--- src/rtl/ib_pkg.sv ---
// Shared types for the IB expander bus: op codes, port numbers and the
// initiator state encoding.
package ib_pkg;

  // Bus op codes, shared with the expander responder.
  typedef enum logic [1:0] {
    IB_READ  = 2'b00,
    IB_WRITE = 2'b01,
    IB_OR    = 2'b10,
    IB_AND   = 2'b11
  } ib_op_t;

  // Expander port number 0..3 (P4..P7).
  typedef logic [1:0] ib_port_t;

  // Phases of one initiator transfer.
  typedef enum logic [1:0] {
    ST_IDLE    = 2'd0,
    ST_SETUP   = 2'd1,
    ST_STROBE  = 2'd2,
    ST_RECOVER = 2'd3
  } ib_mst_state_t;

  localparam int IB_NIBBLE_W = 4;

  // Largest of four timing parameters; sizes the shared phase counter.
  function automatic int ib_max4(input int a, input int b, input int c, input int d);
    int m;
    m = a;
    if (b > m) m = b;
    if (c > m) m = c;
    if (d > m) m = d;
    return m;
  endfunction

endpackage

--- src/rtl/ib_exp_master.sv ---
// Initiator for the 4-bit IB expander bus. Takes one command per handshake,
// drives the {op,port} address nibble on P2, strobes PROG low, then either
// drives the data nibble or turns the bus around and samples the read nibble.
module ib_exp_master
  import ib_pkg::*;
#(
  parameter int T_SETUP = 2,
  parameter int T_AHOLD = 1,
  parameter int T_LOW   = 8,
  parameter int T_REC   = 2
) (
  input  logic                   clk,
  input  logic                   rst,
  input  logic                   cmd_valid,
  output logic                   cmd_ready,
  input  logic [1:0]             cmd_op,
  input  logic [1:0]             cmd_port,
  input  logic [IB_NIBBLE_W-1:0] cmd_data,
  output logic                   rsp_valid,
  output logic [IB_NIBBLE_W-1:0] rsp_data,
  output logic                   busy,
  output logic [IB_NIBBLE_W-1:0] p2_o,
  output logic                   p2_oe,
  input  logic [IB_NIBBLE_W-1:0] p2_i,
  output logic                   prog_o
);

  localparam int MAX_T = ib_max4(T_SETUP, T_AHOLD, T_LOW, T_REC);
  localparam int CNT_W = $clog2(MAX_T + 1);

  typedef logic [CNT_W-1:0] cnt_t;

  // Each phase loads its length minus one and ends when the counter hits zero.
  localparam cnt_t SETUP_LOAD = cnt_t'(T_SETUP - 1);
  localparam cnt_t LOW_LOAD   = cnt_t'(T_LOW - 1);
  localparam cnt_t REC_LOAD   = cnt_t'(T_REC - 1);
  // While the STROBE counter is above this value, the next cycle still
  // belongs to the address-hold window.
  localparam cnt_t ADDR_LAST  = cnt_t'(T_LOW - T_AHOLD);

  // Refuse to elaborate with timing that would collapse a phase or leave no
  // data window after the address hold.
  if (T_SETUP < 1 || T_AHOLD < 1 || T_LOW < 1 || T_REC < 1 || T_AHOLD >= T_LOW) begin : g_param_check
    $error("ib_exp_master: illegal timing parameters");
  end

  ib_mst_state_t          state;
  cnt_t                   count;
  ib_op_t                 op_q;
  logic [IB_NIBBLE_W-1:0] addr_q;
  logic [IB_NIBBLE_W-1:0] data_q;

  // Single transfer sequencer: every output is registered and computed for
  // the cycle after the edge, so the bus never glitches between phases.
  always_ff @(posedge clk) begin
    if (rst) begin
      state     <= ST_IDLE;
      count     <= '0;
      cmd_ready <= 1'b1;
      busy      <= 1'b0;
      rsp_valid <= 1'b0;
      rsp_data  <= '0;
      p2_o      <= '0;
      p2_oe     <= 1'b0;
      prog_o    <= 1'b1;
      op_q      <= IB_READ;
      addr_q    <= '0;
      data_q    <= '0;
    end else begin
      rsp_valid <= 1'b0;
      unique case (state)
        ST_IDLE: begin
          if (cmd_valid) begin
            op_q      <= ib_op_t'(cmd_op);
            addr_q    <= {cmd_op, cmd_port};
            data_q    <= cmd_data;
            p2_o      <= {cmd_op, cmd_port};
            p2_oe     <= 1'b1;
            cmd_ready <= 1'b0;
            busy      <= 1'b1;
            count     <= SETUP_LOAD;
            state     <= ST_SETUP;
          end
        end
        ST_SETUP: begin
          if (count == '0) begin
            prog_o <= 1'b0;
            count  <= LOW_LOAD;
            state  <= ST_STROBE;
          end else begin
            count <= count - 1'b1;
          end
        end
        ST_STROBE: begin
          if (count == '0) begin
            prog_o <= 1'b1;
            count  <= REC_LOAD;
            state  <= ST_RECOVER;
            if (op_q == IB_READ) begin
              rsp_valid <= 1'b1;
              rsp_data  <= p2_i;
              p2_oe     <= 1'b0;
            end else begin
              p2_oe <= 1'b1;
              p2_o  <= data_q;
            end
          end else begin
            count <= count - 1'b1;
            if (count > ADDR_LAST) begin
              p2_oe <= 1'b1;
              p2_o  <= addr_q;
            end else if (op_q == IB_READ) begin
              p2_oe <= 1'b0;
            end else begin
              p2_oe <= 1'b1;
              p2_o  <= data_q;
            end
          end
        end
        ST_RECOVER: begin
          p2_oe <= 1'b0;
          if (count == '0) begin
            cmd_ready <= 1'b1;
            busy      <= 1'b0;
            state     <= ST_IDLE;
          end else begin
            count <= count - 1'b1;
          end
        end
        default: begin
          state <= ST_IDLE;
        end
      endcase
    end
  end

endmodule

--- config.mk ---
export PLATFORM = sky130hd
export DESIGN_NAME = ib_exp_master
export DESIGN_NICKNAME = d
export VERILOG_FILES = /design/src/rtl/ib_pkg.sv /design/src/rtl/ib_exp_master.sv
export SDC_FILE = /design/constraint.sdc
export NUM_CORES = 1
export LEC_CHECK = 0
export ABC_AREA = 1
export BUFFER_PORTS_ARGS = -buffer_cell sky130_fd_sc_hd__buf_4
export CELL_PAD_IN_SITES_DETAIL_PLACEMENT = 1
export CELL_PAD_IN_SITES_GLOBAL_PLACEMENT = 2
export CORE_MARGIN = 3
export CORE_UTILIZATION = 30
export CTS_CLUSTER_DIAMETER = 40
export DETAILED_ROUTE_END_ITERATION = 8
export PLACE_DENSITY_LB_ADDON = 0.1
export SYNTH_ARGS = -nofsm -noshare
export SYNTH_HDL_FRONTEND = slang
export SYNTH_SLANG_ARGS = --single-unit
--- constraint.sdc ---
create_clock -name clk -period 2.2 [get_ports clk]
set_input_delay 0.44 -clock clk [delete_from_list [all_inputs] [get_ports clk]]
set_output_delay 0.44 -clock clk [all_outputs]
set_load 0.01 [all_outputs]
Yosys cells after proc, flatten, opt, wreduce, memory -nomap -nowiden
Index checks and enable logic that the tools add are counted.

Bits of input ports: 15. Register bits after elaboration: 29. Output and inout port bits: 13.

$add $sub $neg: 1. Bitwise logic cells: 2. Reduce and logical (&&, ||, !) cells: 16. Equal/unequal tests: 8. Magnitude comparators: 1. Muxes and demuxes: 27.

Operators with widths (count): $mux 4 (8); $pmux 4 s4 (1); $ne 2x2->1 const B (5); $reduce_and 3->1 (3); $mux 1 (8); $mux 2 (4); $pmux 2 s4 (1); $pmux 4 s2 (1); $reduce_and 2->1 (4); $pmux 1 s2 (3); $reduce_bool 2->1 (3); $eq 2x2->1 const B (2); $gt 4x3->1 const B (1); $logic_not 2->1 (2); $logic_not 4->1 (1); $reduce_and 4->1 (1); $sub 4x1->4 const B (1); $pmux 1 s3 (1); $reduce_bool 3->1 (1); $reduce_or 3->1 (1); $eq 2x1->1 const B (1); $not 1->1 (2).

Depth between registers and ports, before layout
Gate-level depths: netlist of the first run.

Depth after elaboration: 5. Gate-level depth with buffers: 9.

Worst setup path after synthesis of the first run
No wires, ideal clock.

Path type: register -> register. Start: register state[0]. End: register addr_q[1]. Setup time: 0.120 ns. Setup slack: 0.806 ns. Arrival time: 1.274 ns. Path buffers: 0. Stages on the path, launching flop included: 7. Cells stage by stage: dfxtp_1 -> inv_1 -> ha_1 -> nand2_2 -> clkinv_1 -> o21ai_0 -> a21oi_1.

Word-level cells in the longest chain between the ends: 2.

RTL lines: start, declared (RTL line ib_exp_master.sv:47) `ib_mst_state_t state;`; start signal, assigned (RTL line ib_exp_master.sv:57) `state <= ST_IDLE;`; start signal, assigned (RTL line ib_exp_master.sv:82) `state <= ST_SETUP;`; start signal, assigned (RTL line ib_exp_master.sv:89) `state <= ST_STROBE;`; $logic_not 2->1 (RTL line ib_exp_master.sv:71) `unique case (state)`; $reduce_and 2->1 (no line); end signal, assigned (RTL line ib_exp_master.sv:75) `addr_q <= {cmd_op, cmd_port};`; end, declared (RTL line ib_exp_master.sv:50) `logic [IB_NIBBLE_W-1:0] addr_q;`.

No other way between the ends. A chain may end at the register's enable or synchronous reset.

Worst setup path after layout of the first run
Start: register state[1]. End: register addr_q[1].

Same word-level chain as after synthesis.

==> impl_metrics.ini, run 1 <==
[status]
run_status = complete, no violations

[sta]
setup_viol = 0
min_period_ns = 1.764
clock_skew_ns = 0.002768
finalHoldViolations = 0
maxSlewHeadroom_pct = 61.18
finalCritPeriodShare_pct = 80.16
max_freq_mhz = 567.0
finalSetupTns_ns = 0
maxSlewViolCount = 0
rsz0062_at_grt = false
tightest_slew_ns = 0.5816
holdWs_ns = 0.3782

[setup_path]
startpoint_type = flop
crit_family = buffers and inverters
r2r_cells = 6
crit_end = addr_q[1]
crit_cells = 6
crit_path_max_incr_delay_ns = 0.41
ff2ff_setup_slack_ns = 0.44
crit_fanout = 10
path_buf_inv = 2
crit_required_ns = 2.37
r2r-start = state[1]
slowest_stage = dfxtp_1
crit_start = state[1]
critPathKind = flop to flop
worstPathArrival_ns = 1.94
cp-end-kind = flop
crit_chain = inv_1 -> ha_1 -> nand2_2 -> clkinv_1 -> o21ai_0 -> a21oi_1
rr_endpoint = addr_q[1]

[place]
gp_congestion = 0.7885
dp_hpwl_um = 2958
port_buffers = 27
placed_area_sq_um = 1659
dp_cells = 271

[layout]
fin_cells = 275
final_layout_size_suffix_gt1_share_pct = 21.52
fill_cells = 564
area_growth_pct = 21.12
nets = 246
diodes = 0
fin_area_sq_um = 1708

[global_route]
first_global_vias = 1422
grt_overflow = 0
grt_pass1_wl_um = 6382
grt_use_met2_pct = 24.98
met3_usage_pct = 3.108
busiest_layer = met2
grt_util_all_layers_pct = 14.76
grt_start_max_net_pins = 22
use_met1_pct = 18.67
antenna_found_initial = 0

[worst_hold_path]
worstHoldPathType = input pin to flop
holdCritStartpoint = p2_i[0]

[floorplan]
fp.dieArea_sq_um = 5559
core_area_sq_um = 4444
die_x_um = 74.56
die_height_um = 74.56
start_util_pct = 31.73
io_pins = 28
num_rows = 24

[detailed_routing]
avgRoutedWirePerCell_um = 13.73
drc = 0
drtIter0Drc = 60
drt-total-wl_um = 3776
dr.pass1.iters = 4
via_count = 1346
viasPerCell = 4.895
detail-route-antenna-nets = 0

[synth]
synth_nets = 217
synth_compound_area_share_pct = 18.81
netlist_top_cells_area = dfxtp_1 (38%), nand2_1 (11%), nor2_1 (7.5%)
netlist_instances = 195
synth_cell_types = 28
syn_area_sq_um = 1410
postSynthRegisterBits = 27
avgSynthCellArea_sq_um = 7.231
yosys.area.top_type = dfxtp_1
yosysWarnings = 0
synth-seq-area-share_pct = 38.33
synthSimpleGateAreaFrac_pct = 29.28
synthXorXnorAreaFrac_pct = 0
synth_fa_ha_area_share_pct = 6.211
yosys.area.top_type_share_pct = 38.33
synthMuxAreaShare_pct = 0
synth_top_family_by_area = simple AND/OR/NAND/NOR gates

[clock_tree]
cts_buffer_depth = 2
tritoncts = yes
clock-sinks = 27
cts_setup_buffers = 0
cts_made_buffers = 3
cts.clk_slew.worst_paths_ns = 0.10
cts_resized = 0
htree_levels = 1
clockRootBuffer = clkbuf_8
ctsHoldBuffers = 0
clk_latency_ns = 0.28

[power_and_ir_drop]
power-per-cell-area_nw_per_um2 = 1324
vdd_drop_max_v = 0.0003874
total_power_mw = 2.261
p_leak_nw = 0.8231

[run]
max_cap_violations = 0
[worst min-delay path by stage]
stage	to	cells after the start	slack, ns
2_1_floorplan	addr_q[0]	2	0.43
3_3_place_gp	prog_o	2	0.45
5_1_grt	count[0]	2	0.38
4_1_cts	rsp_data[0]	3	0.37
6_report	rsp_data[0]	3	0.38
3_5_place_dp	prog_o	2	0.45
[cell type report]
class,count,area [sq um],area share (%)
clock buffers,3,41.29,2.418
multi-input cells,143,765.7,44.84
clock inverters,1,7.507,0.4396
inverters,22,85.08,4.982
well taps,52,65.06,3.810
flip-flops and latches,27,540.5,31.65
repair buffers,27,202.7,11.87
[synthesized netlist by cell type, drive strengths merged]
cell type	count
o21bai	1
nand3b	1
ha	7
clkbuf	2
o21ai	22
or2	2
clkinv	1
dfxtp	27
a21oi	19
inv	21
nand2	45
a21boi	1
nand3	9
o211ai	1
nor2	32
o21a	3
buf	1
[worst min-delay path, cell delays in order]
cell and delay (ns):
buf_4 0.08, nor2_1 0.03, nor2_1 0.08
[logic make-up after synthesis]
kind of cell / after synthesis
AOI/OAI and AO/OA: 47
adders and majority gates: 7
buffers and inverters: 25
DFF: 27
and+or+nand+nor: 89
[cell usage in the layout (no fill, tap or decap)]
cell type	instances
o21ai_1	2
o21bai_1	1
inv_4	1
clkinvlp_4	1
o21ai_0	19
nor2_4	2
or2_2	1
buf_4	27
nor2_2	1
or2_1	1
dfxtp_1	27
nand3_2	3
a21oi_1	18
o211ai_1	1
nand2_1	41
clkbuf_8	3
nor2_8	1
nor2_1	28
a21oi_2	1
o21a_1	3
ha_1	7
nand2_2	4
nand3b_1	1
nand3_1	6
a21boi_1	1
inv_1	18
o21ai_4	1
inv_2	2
clkinv_1	1
[flip-flops by register name, indices dropped and copies added, names as in the netlist]
signal	cells
op_q	2
p2_o	4
addr_q	2
p2_oe	1
cmd_ready	1
state	2
prog_o	1
count	4
busy	1
data_q	4
rsp_valid	1
rsp_data	4
[metal layers]
metal  routed length, um  part of all wire [%]  vias to the layer above
met5                   0                     0                        -
met4                  38                   1.0                        0
met3                 162                   4.3                        4
met2                1777                    47                       27
met1                1796                    48                      633
li1                    -                     -                      682
[through the flow]
step | utilization (%) | setup slack (ns)
after detailed placement | 37.33 | 0.4568
final | 38.43 | 0.4364
after global placement | 37.33 | 0.5357
after floorplan | - | 0.8065
after global routing | 38.43 | 0.3131
after CTS | 38.43 | 0.4385
[report_power, final]
| group | switching (mW) | leakage, nW | total, mW | internal [mW] |
|---|---|---|---|---|
| logic | 0.720 | 0.579 | 1.18 | 0.461 |
| registers | 0.134 | 0.223 | 0.783 | 0.649 |
| clock network | 0.168 | 0.0217 | 0.297 | 0.129 |
(Power assumes the default switching activity.)
==> run 2, diff against run 1 <==
==> constraint.sdc (replaced) <==
create_clock -name clk -period 1.85 [get_ports clk]
set_input_delay 0.37 -clock clk [delete_from_list [all_inputs] [get_ports clk]]
set_output_delay 0.37 -clock clk [all_outputs]
set_load 0.01 [all_outputs]
==> impl_metrics.ini, run 2 (synthesis gave the netlist of run 1 again) <==
[clock_tree]
htree_levels = 1
tritoncts = yes
cts_setup_buffers = 0
clk_latency_ns = 0.27
cts.clk_slew.worst_paths_ns = 0.09
clock-sinks = 27
ctsHoldBuffers = 0
cts_buffer_depth = 2
clockRootBuffer = clkbuf_8
cts_resized = 0
cts_made_buffers = 3

[floorplan]
die_x_um = 74.56
die_height_um = 74.56
start_util_pct = 31.73
io_pins = 28
fp.dieArea_sq_um = 5559
core_area_sq_um = 4444
num_rows = 24

[global_route]
antenna_found_initial = 0
met3_usage_pct = 4.324
grt_pass1_wl_um = 6699
grt_use_met2_pct = 24.88
use_met1_pct = 20.82
grt_start_max_net_pins = 22
grt_overflow = 0
grt_util_all_layers_pct = 15.54
first_global_vias = 1399
busiest_layer = met2

[setup_path]
cp-end-kind = flop
crit_chain = inv_1 -> ha_1 -> nand2_2 -> clkinv_1 -> o21ai_0 -> a21oi_1
crit_fanout = 9
critPathKind = flop to flop
crit_required_ns = 2.02
slowest_stage = dfxtp_1
worstPathArrival_ns = 1.77
startpoint_type = flop
crit_path_max_incr_delay_ns = 0.40

[layout]
diodes = 0
area_growth_pct = 22.98
final_common_cell = nand2_1
final_layout_size_suffix_gt1_share_pct = 22.47
nets = 250
final_cell_mix = nand2_1 (41), buf_4 (31), nor2_1 (28)

[sta]
max_freq_mhz = 622.8
finalSetupTns_ns = 0
clock_skew_ns = 0.003383
tightest_slew_ns = 0.4793
finalCritPeriodShare_pct = 86.80
finalHoldViolations = 0
min_period_ns = 1.606
maxSlewHeadroom_pct = 68.00
holdWs_ns = 0.3111
maxSlewViolCount = 0
rsz0062_at_grt = false
setup_viol = 0

[power_and_ir_drop]
vdd_drop_max_v = 0.0005630
p_leak_nw = 0.8433
power-per-cell-area_nw_per_um2 = 1574

[detailed_routing]
dr.pass1.iters = 4
via_count = 1358
drc = 0
detail-route-antenna-nets = 0
avgRoutedWirePerCell_um = 13.95
viasPerCell = 4.867
drt-total-wl_um = 3891
drtIter0Drc = 57

[place]
port_buffers = 27
dp_hpwl_um = 3127
gp_congestion = 0.8251

[status]
run_status = complete, no violations

[run]
max_cap_violations = 0

[worst_hold_path]
worstHoldPathType = input pin to flop
## run 2: worst paths after layout
| path | startpoint | to | slack, ns | cells past startpoint |
|---|---|---|---|---|
| worst min register to register | addr_q[0] | addr_q[0] | 0.48 | 2 |
| worst max register to register | state[0] | addr_q[1] | 0.24 | 6 |
| worst max-delay path | state[0] | addr_q[1] | 0.24 | 6 |
| worst min-delay path | p2_i[2] | rsp_data[2] | 0.31 | 3 |
## run 2: per-stage QoR
stage | setup WS, ns | cells | utilization [%] | area [sq um] | power (mW)
after global placement | 0.3495 | 275 | 38.01 | 1689 | 2.359
after global routing | 0.05544 | 279 | 39.02 | 1734 | 3.011
after detailed placement | 0.2589 | 275 | 38.01 | 1689 | 2.418
after floorplan | 0.4565 | 195 | - | 1410 | 1.919
final | 0.2442 | 279 | 39.02 | 1734 | 2.729
after CTS | 0.2429 | 279 | 39.02 | 1734 | 2.766
## run 2: metal layers
layer | wire length (um) | up-vias
met4 | 39 | 0
met2 | 1837 | 26
met3 | 186 | 4
met1 | 1828 | 638
li1 | - | 690
met5 | 0 | -
## run 2: area by class of cell
cell class,instances,area [sq um]
sequential,27,540.5
tap,52,65.06
multi-input combinational,143,765.7
timing repair buffer,31,232.7
fill,572,2710
inverter,22,85.08
clock buffer,4,45.04
## run 2: where the power goes
part           internal (mW)  switching [mW]  leakage (nW)
registers              0.772           0.166         0.223
clock network          0.155           0.186        0.0228
logic                  0.578           0.873         0.598
total                   1.50            1.23         0.843
## run 2: worst max-delay path: cells and delay by family (launching register included)
family	cells	cell delay [ns]
AOI/OAI and AO/OA	2	0.29
and+or+nand+nor	1	0.14
DFF	1	0.40
buffers and inverters	2	0.36
adders and majority gates	1	0.31
